--- config.mk ---
export PLATFORM = sky130hd
export DESIGN_NAME = alu_share_arbiter_flat
export DESIGN_NICKNAME = d
export VERILOG_FILES = /design/src/rtl/alu_share_arbiter_if.sv /design/src/rtl/alu_share_arbiter.sv /design/src/flat_wrapper.sv
export SDC_FILE = /design/constraint.sdc
export NUM_CORES = 1
export LEC_CHECK = 0
export ABC_AREA = 1
export CORE_MARGIN = 3
export CORE_UTILIZATION = 45
export CTS_BUF_LIST = sky130_fd_sc_hd__clkbuf_2
export DETAILED_ROUTE_END_ITERATION = 10
export HOLD_SLACK_MARGIN = 0.08
export PLACE_DENSITY = 0.82
export SLEW_MARGIN = 40
export SYNTH_ARGS = -nofsm -noshare
export SYNTH_HDL_FRONTEND = slang
export SYNTH_SLANG_ARGS = --single-unit
--- constraint.sdc ---
create_clock -name i_clk -period 8 [get_ports i_clk]
set_clock_uncertainty 0.2 [all_clocks]
set_input_delay 1.2 -clock i_clk [delete_from_list [all_inputs] [get_ports i_clk]]
set_output_delay 1.2 -clock i_clk [all_outputs]
set_load 0.02 [all_outputs]
--- src/rtl/alu_share_arbiter_if.sv ---
// Request/response bundle between two ALU requesters and the shared-ALU arbiter.
// master: requester side (drives requests, accepts responses).
// slave:  arbiter side.
interface alu_share_arbiter_if;
  // Requester 0
  logic        req0_valid;
  logic        req0_ready;
  logic [31:0] req0_op1;
  logic [31:0] req0_op2;
  logic [2:0]  req0_aluop;
  logic        rsp0_valid;
  logic        rsp0_ready;
  // Requester 1
  logic        req1_valid;
  logic        req1_ready;
  logic [31:0] req1_op1;
  logic [31:0] req1_op2;
  logic [2:0]  req1_aluop;
  logic        rsp1_valid;
  logic        rsp1_ready;
  // Shared response payload
  logic [31:0] rsp_result;
  logic        rsp_zero;

  modport master (
    output req0_valid, req0_op1, req0_op2, req0_aluop, rsp0_ready,
    output req1_valid, req1_op1, req1_op2, req1_aluop, rsp1_ready,
    input  req0_ready, rsp0_valid, req1_ready, rsp1_valid, rsp_result, rsp_zero
  );

  modport slave (
    input  req0_valid, req0_op1, req0_op2, req0_aluop, rsp0_ready,
    input  req1_valid, req1_op1, req1_op2, req1_aluop, rsp1_ready,
    output req0_ready, rsp0_valid, req1_ready, rsp1_valid, rsp_result, rsp_zero
  );
endinterface

--- src/rtl/alu_share_arbiter.sv ---
// Shared 32-bit ALU with a two-requester round-robin arbiter.
// Sequence per operation: IDLE (grant + capture) -> EXEC (evaluate) -> RESP (hold result).
// Priority flips only when a response completes, so a lone requester cannot starve the other.
module alu_share_arbiter #(
  parameter bit RR_INIT = 1'b0
) (
  input  logic                i_clk,
  input  logic                i_rst_n,
  alu_share_arbiter_if.slave  bus,
  output logic                o_busy
);

  typedef enum logic [1:0] {
    StIdle = 2'd0,
    StExec = 2'd1,
    StResp = 2'd2
  } state_e;

  state_e      r_state;
  logic        r_prio;
  logic        r_owner;
  logic [31:0] r_op1;
  logic [31:0] r_op2;
  logic [2:0]  r_aluop;
  logic [31:0] r_result;
  logic        r_zero;

  logic        w_gnt_valid;
  logic        w_gnt_id;
  logic [31:0] w_alu_result;
  logic        w_rsp_accept;
  logic        w_idle;

  assign w_idle = (r_state == StIdle);

  // Grant selection: a lone valid wins outright, a tie goes to the priority holder.
  always_comb begin
    w_gnt_valid = bus.req0_valid | bus.req1_valid;
    w_gnt_id    = r_prio;
    if (bus.req0_valid && !bus.req1_valid) begin
      w_gnt_id = 1'b0;
    end else if (!bus.req0_valid && bus.req1_valid) begin
      w_gnt_id = 1'b1;
    end
  end

  // Ready depends only on state, valids and prio; never on response readiness.
  assign bus.req0_ready = w_idle && w_gnt_valid && !w_gnt_id;
  assign bus.req1_ready = w_idle && w_gnt_valid &&  w_gnt_id;

  // ALU evaluated from the captured operands; unassigned opcodes yield zero.
  always_comb begin
    unique case (r_aluop)
      3'b000:  w_alu_result = r_op1 + r_op2;
      3'b001:  w_alu_result = r_op1 - r_op2;
      3'b010:  w_alu_result = r_op1 & r_op2;
      3'b011:  w_alu_result = r_op1 | r_op2;
      default: w_alu_result = 32'd0;
    endcase
  end

  // Only the owner's ready can complete the response.
  assign w_rsp_accept = r_owner ? bus.rsp1_ready : bus.rsp0_ready;

  // Sequencer: grant/capture, evaluate, then hold the response until its owner takes it.
  always_ff @(posedge i_clk or negedge i_rst_n) begin
    if (!i_rst_n) begin
      r_state  <= StIdle;
      r_prio   <= RR_INIT;
      r_owner  <= 1'b0;
      r_op1    <= 32'd0;
      r_op2    <= 32'd0;
      r_aluop  <= 3'd0;
      r_result <= 32'd0;
      r_zero   <= 1'b0;
    end else begin
      unique case (r_state)
        StIdle: begin
          if (w_gnt_valid) begin
            r_owner <= w_gnt_id;
            if (w_gnt_id) begin
              r_op1   <= bus.req1_op1;
              r_op2   <= bus.req1_op2;
              r_aluop <= bus.req1_aluop;
            end else begin
              r_op1   <= bus.req0_op1;
              r_op2   <= bus.req0_op2;
              r_aluop <= bus.req0_aluop;
            end
            r_state <= StExec;
          end
        end
        StExec: begin
          r_result <= w_alu_result;
          r_zero   <= (w_alu_result == 32'd0);
          r_state  <= StResp;
        end
        StResp: begin
          if (w_rsp_accept) begin
            r_prio  <= ~r_owner;
            r_state <= StIdle;
          end
        end
        default: r_state <= StIdle;
      endcase
    end
  end

  assign bus.rsp0_valid = (r_state == StResp) && !r_owner;
  assign bus.rsp1_valid = (r_state == StResp) &&  r_owner;
  assign bus.rsp_result = r_result;
  assign bus.rsp_zero   = r_zero;
  assign o_busy         = !w_idle;

endmodule

--- src/flat_wrapper.sv ---
// flat-port wrapper written by rule: the top's interface ports become plain ports
module alu_share_arbiter_flat 
#(
  parameter bit RR_INIT = 1'b0
)
  (i_clk, i_rst_n, o_busy, bus_req0_valid, bus_req0_op1, bus_req0_op2, bus_req0_aluop, bus_rsp0_ready, bus_req1_valid, bus_req1_op1, bus_req1_op2, bus_req1_aluop, bus_rsp1_ready, bus_req0_ready, bus_rsp0_valid, bus_req1_ready, bus_rsp1_valid, bus_rsp_result, bus_rsp_zero);
  alu_share_arbiter_if bus_i ();
  input  logic i_clk;
  input  logic i_rst_n;
  output logic o_busy;
  input wire logic [$bits(bus_i.req0_valid)-1:0] bus_req0_valid;
  input wire logic [$bits(bus_i.req0_op1)-1:0] bus_req0_op1;
  input wire logic [$bits(bus_i.req0_op2)-1:0] bus_req0_op2;
  input wire logic [$bits(bus_i.req0_aluop)-1:0] bus_req0_aluop;
  input wire logic [$bits(bus_i.rsp0_ready)-1:0] bus_rsp0_ready;
  input wire logic [$bits(bus_i.req1_valid)-1:0] bus_req1_valid;
  input wire logic [$bits(bus_i.req1_op1)-1:0] bus_req1_op1;
  input wire logic [$bits(bus_i.req1_op2)-1:0] bus_req1_op2;
  input wire logic [$bits(bus_i.req1_aluop)-1:0] bus_req1_aluop;
  input wire logic [$bits(bus_i.rsp1_ready)-1:0] bus_rsp1_ready;
  output wire logic [$bits(bus_i.req0_ready)-1:0] bus_req0_ready;
  output wire logic [$bits(bus_i.rsp0_valid)-1:0] bus_rsp0_valid;
  output wire logic [$bits(bus_i.req1_ready)-1:0] bus_req1_ready;
  output wire logic [$bits(bus_i.rsp1_valid)-1:0] bus_rsp1_valid;
  output wire logic [$bits(bus_i.rsp_result)-1:0] bus_rsp_result;
  output wire logic [$bits(bus_i.rsp_zero)-1:0] bus_rsp_zero;
  assign bus_i.req0_valid = bus_req0_valid;
  assign bus_i.req0_op1 = bus_req0_op1;
  assign bus_i.req0_op2 = bus_req0_op2;
  assign bus_i.req0_aluop = bus_req0_aluop;
  assign bus_i.rsp0_ready = bus_rsp0_ready;
  assign bus_i.req1_valid = bus_req1_valid;
  assign bus_i.req1_op1 = bus_req1_op1;
  assign bus_i.req1_op2 = bus_req1_op2;
  assign bus_i.req1_aluop = bus_req1_aluop;
  assign bus_i.rsp1_ready = bus_rsp1_ready;
  assign bus_req0_ready = bus_i.req0_ready;
  assign bus_rsp0_valid = bus_i.rsp0_valid;
  assign bus_req1_ready = bus_i.req1_ready;
  assign bus_rsp1_valid = bus_i.rsp1_valid;
  assign bus_rsp_result = bus_i.rsp_result;
  assign bus_rsp_zero = bus_i.rsp_zero;
  alu_share_arbiter #(.RR_INIT(RR_INIT)) u_core (.i_clk(i_clk), .i_rst_n(i_rst_n), .bus(bus_i), .o_busy(o_busy));
endmodule
# == Word level (Yosys, flattened, before mapping) ==
# Cells that the tools add are included.
# totals
register_bits,104
latchBits,0
ram_bits,0
mem_bits_ro,0
inputBits,140
out_inout_bits,38
memories,0
# classes
add_sub_neg,2
n_mul,0
div_mod_pow,0
n_lt_le_gt_ge,0
eq_ne,7
n_shift,0
mux,10
n_bitwise,4
reduce_logical,18
# ops
cell,n
32-bit case mux with 4 select lines,1
32-bit two-way mux,2
32-bit adder,1
32-bit bitwise AND,1
32-bit zero test,1
32-bit OR,1
32-bit subtractor,1
1-bit logical AND,7
3-bit by 2-bit == test with 1-bit output (second input constant),2
2-bit case mux with 3 select lines,1
2-bit AND reduction,3
1-bit zero test,5
2-bit two-way mux,2
2-bit by 1-bit != test with 1-bit output (second input constant),2
3-bit by 1-bit == test with 1-bit output (second input constant),1
3-bit zero test,1
1-bit two-way mux,3
3-bit two-way mux,1
2-bit by 1-bit == test with 1-bit output (second input constant),1
2-bit == test (second input constant),1
2-bit zero test,1
1-bit inverter,1
1-bit OR,1

# == Logic depth before layout (Yosys ltp) ==
# depth
ltp_word,6
mapped_depth,28
mapped_depth_nobuf,28

# == Worst setup path after synthesis ==
# No wires, ideal clock.
# synth_timing
kind,input -> output
start,in bus_req0_valid
end,out bus_req0_ready
t_arrival_ns,2.223
required_time_ns,6.600
slack_ns,4.377
cell_stages,6
n_path_buf,2
cell_sequence,inv_1 > a21oi_4 > inv_2 > nor2_1 > buf_2 > buf_2
# synth_via
elab_chain_len,6
word_cells_on_any_way,9
# synth_rtl
item,line,rtl
from (decl),flat_wrapper.sv:11,input wire logic [$bits(bus_i.req0_valid)-1:0] bus_req0_valid;
1-bit zero test,alu_share_arbiter.sv:42,end else if (!bus.req0_valid && bus.req1_valid) begin
1-bit logical AND,alu_share_arbiter.sv:42,
1-bit two-way mux,alu_share_arbiter.sv:42,
1-bit two-way mux,alu_share_arbiter.sv:40,if (bus.req0_valid && !bus.req1_valid) begin
1-bit zero test,alu_share_arbiter.sv:48,assign bus.req0_ready = w_idle && w_gnt_valid && !w_gnt_id;
1-bit logical AND *,alu_share_arbiter.sv:48,
to (decl),flat_wrapper.sv:21,output wire logic [$bits(bus_i.req0_ready)-1:0] bus_req0_ready;
# Mark *: on every way between the ends. The rest lies on a longest branch, timed or not.

# == Worst setup path in the final report ==
# Ends and elaborated chain as after synthesis.

==> reports/metrics.csv <==
stage;metric;value;unit
floorplanning;# IOs;178;
detailed_routing;DRC viols;0;
sta;TNS Setup;0;ns
finish;Finished Cell Area;10400;sq um
sta;Final Max Slew Viols;0;
finish;fin cells;1687;
floorplanning;die area;20100;sq um
synthesis;ys flop type;dfrtp_1;
critical_path;Worst EP arrival;3.56;ns
synthesis;number of synthesized flops with an enable pin;0;
critical_path;Worst Setup Path Type;primary input to primary output;
clocking;Sink Count;104;
detailed_routing;final wirelength;28.4;mm
finish;final net count;1627;
place;PortBufs;177;
floorplanning;die span in y;142;um
critical_path;Required @ worst endpoint;6.60;ns
synthesis;Gate Count Post-Synth;1294;
synthesis;syn_area_per_cell;6.42;sq um
floorplanning;core area;18000;sq um
sta;final setup fails;0;
critical_path;worst-path maximum fanout;68;
detailed_routing;1st-iter DRT viols;608;
grt;first-pass GRT wire length;45.0;mm
grt;total track usage;0.284;
synthesis;post-synthesis cell type count;39;
synthesis;Seq cells post-synth;104;
finish;P&R area growth vs syn;25.0;%
floorplanning;Starting Density;0.461;
grt;initial antenna violation count;1;
grt;total global routing overflow;0;
power_and_ir_drop;pwr/cell area;514;nW/um^2
grt;vias in the first global route;8701;
sta;Final Critical Period;4.96;ns
clocking;# Post-CTS Setup Buffers;0;
power_and_ir_drop;Max VDD drop;0.319;mV
clocking;H-tree depth;3;
finish;fraction of layout cells with a size suffix above 1;0.0371;
min_path;Hold Crit Class;primary input to asynchronous set/reset pin;
detailed_routing;via count;8959;
clocking;latest clock arrival within the worst-skew pair;0.67;ns
grt;largest net degree at the start of global routing;69;
place;placed insts;1670;
clocking;CTS tree;built;
floorplanning;die width;142;um
sta;Min Hold Slack;0.242;ns
synthesis;Synth async-reset ratio;1.00;
clocking;Gates resized, CTS repair;0;
sta;final worst-path setup slack;3.04;ns
sta;f_max;202;MHz
sta;Hold Fails Final Rpt;0;
sta;pin slew with the least headroom to its limit;0.765;ns
detailed_routing;DR pass1 iterations;5;
clocking;maximum clock path buffer count;2;
sta;relative slew slack;0.486;
flow_run;max-cap violations;0;
detailed_routing;DR WL/cell;16.8;um
sta;RSZ-0062 raised after global routing;no;
clocking;Root Driver;clkbuf_2;
place;post-DP HPWL;22.7;mm
detailed_routing;post-route ant nets;0;
status;status;finished clean;
synthesis;Cell Area, Synth;8310;sq um
floorplanning;Rows;49;
critical_path;CP endpoint kind;primary output;
detailed_routing;Vias/cell;5.31;
sta;fin crit share;0.620;
clocking;Num CTS Buffers;9;
synthesis;warnings from Yosys;0;
synthesis;syn nets;1469;
place;Area after DPL;10300;sq um
critical_path;crit start category;primary input;
place;pre-CTS WS;3.06;ns
clocking;Clock transition at path regs;0.31;ns
power_and_ir_drop;Pleak;5.16;nW
clocking;Hold Buf Count CTS;0;
synthesis;sequential-to-total area share from yosys stat;0.313;
place;gpl congestion;0.942;
worst paths after layout:
kind                                                start                        end  slack [ns]  depth (start not counted)
worst min register to register  u_core.bus.rsp_result[16]  u_core.bus.rsp_result[16]        0.32                          2
worst min-delay path                              i_rst_n          u_core.r_state[1]        0.24                          1
worst max register to register          u_core.r_aluop[2]        u_core.bus.rsp_zero        3.57                         25
worst max-delay path                       bus_req0_valid             bus_req0_ready        3.04                          7
max in group asynchronous                         i_rst_n  u_core.bus.rsp_result[22]        6.38                          2
min in group i_clk              u_core.bus.rsp_result[16]  u_core.bus.rsp_result[16]        0.32                          2
layer usage:
layer | GRT usage | up-vias | wire [um]
met4 | 0.0889 | 0 | 679
met1 | 0.397 | 4121 | 12900
li1 | - | 4471 | -
met5 | 0 | - | 0
met2 | 0.449 | 318 | 12600
met3 | 0.0529 | 49 | 2160
sequential cells by signal, summed over array words and instances (netlist names):
register               flops
u_core.bus.rsp_result     32
u_core.r_op1              32
u_core.r_op2              32
u_core.r_aluop             3
u_core.r_state             2
u_core.bus.rsp_zero        1
u_core.r_owner             1
u_core.r_prio              1
synthesized netlist by cell type (3+ instances only):
master | instances | area [sq um]
nand3b_1 | 8 | 60.1
o21ai_0 | 33 | 165
buf_1 | 3 | 11.3
o21bai_1 | 4 | 30.0
nand4_1 | 9 | 56.3
o211ai_1 | 49 | 368
inv_1 | 183 | 687
a31oi_1 | 41 | 257
dfrtp_1 | 104 | 2600
clkbuf_1 | 22 | 82.6
inv_2 | 7 | 26.3
nor2_2 | 7 | 43.8
a21oi_1 | 56 | 280
ha_1 | 34 | 425
nor3_1 | 10 | 50.1
o21ai_1 | 3 | 15.0
nand2_1 | 435 | 1630
nand2_2 | 3 | 18.8
xor2_1 | 29 | 254
nor4_1 | 3 | 18.8
nand3_1 | 72 | 360
nand3_2 | 5 | 50.1
a22oi_1 | 9 | 67.6
nor2_1 | 137 | 514
buf_2 | 9 | 45.0
area by class of cell:
| type | instances | area (sq um) |
|---|---|---|
| clock inverters | 7 | 53.8 |
| inverters | 190 | 713 |
| repair buffers | 184 | 1850 |
| diodes | 1 | 2.50 |
| flip-flops and latches | 104 | 2600 |
| fillers | 1842 | 7640 |
| multi-input cells | 963 | 4840 |
| clock buffers | 9 | 45.0 |
| well taps | 229 | 287 |
stage by stage:
stage / utilization / power, mW
after floorplan: - / 3.80
after global placement: 0.569 / 4.94
after detailed placement: 0.570 / 5.02
after CTS: 0.576 / 5.29
after global routing: 0.576 / 5.89
final: 0.576 / 5.34
placed cells by master, fill, tap and decap left out, types with 3 or more instances in the layout:
master	instances
nand2_1	435
inv_1	183
clkdlybuf4s50_1	176
nor2_1	136
dfrtp_1	104
nand3_1	72
a21oi_1	56
o211ai_1	49
a31oi_1	41
ha_1	34
o21ai_0	33
xor2_1	29
nor3_1	10
a22oi_1	9
nand4_1	9
clkbuf_2	9
nand3b_1	8
inv_2	7
nor2_2	6
buf_4	6
nand3_2	5
o21bai_1	4
nand2_2	3
o21ai_1	3
nor4_1	3
where the power goes:
part	total, mW	switching (mW)	internal [mW]
logic	4.04	2.66	1.38
registers	1.04	0.263	0.777
clock network	0.254	0.209	0.0446
kinds of logic (layout without fill, tap and decap cells):
| family | Yosys count | in the layout | share of synthesized area |
|---|---|---|---|
| and+or+nand+nor | 696 | 696 | 0.345 |
| buffers and inverters | 227 | 390 | 0.106 |
| AOI/OAI and AO/OA | 203 | 203 | 0.151 |
| DFF | 104 | 104 | 0.313 |
| adders and majority gates | 35 | 35 | 0.0536 |
| xor gates and xnor gates | 29 | 29 | 0.0306 |
| other | 0 | 1 | 0 |
worst max-delay path: stages:
cell and delay (ns):
clkdlybuf4s50_1 0.50, inv_1 0.09, a21oi_4 0.16, inv_2 0.16, nor2_4 0.13, buf_4 0.55, clkdlybuf4s50_1 0.74
No activity file was read; power rests on OpenSTA's default activity.
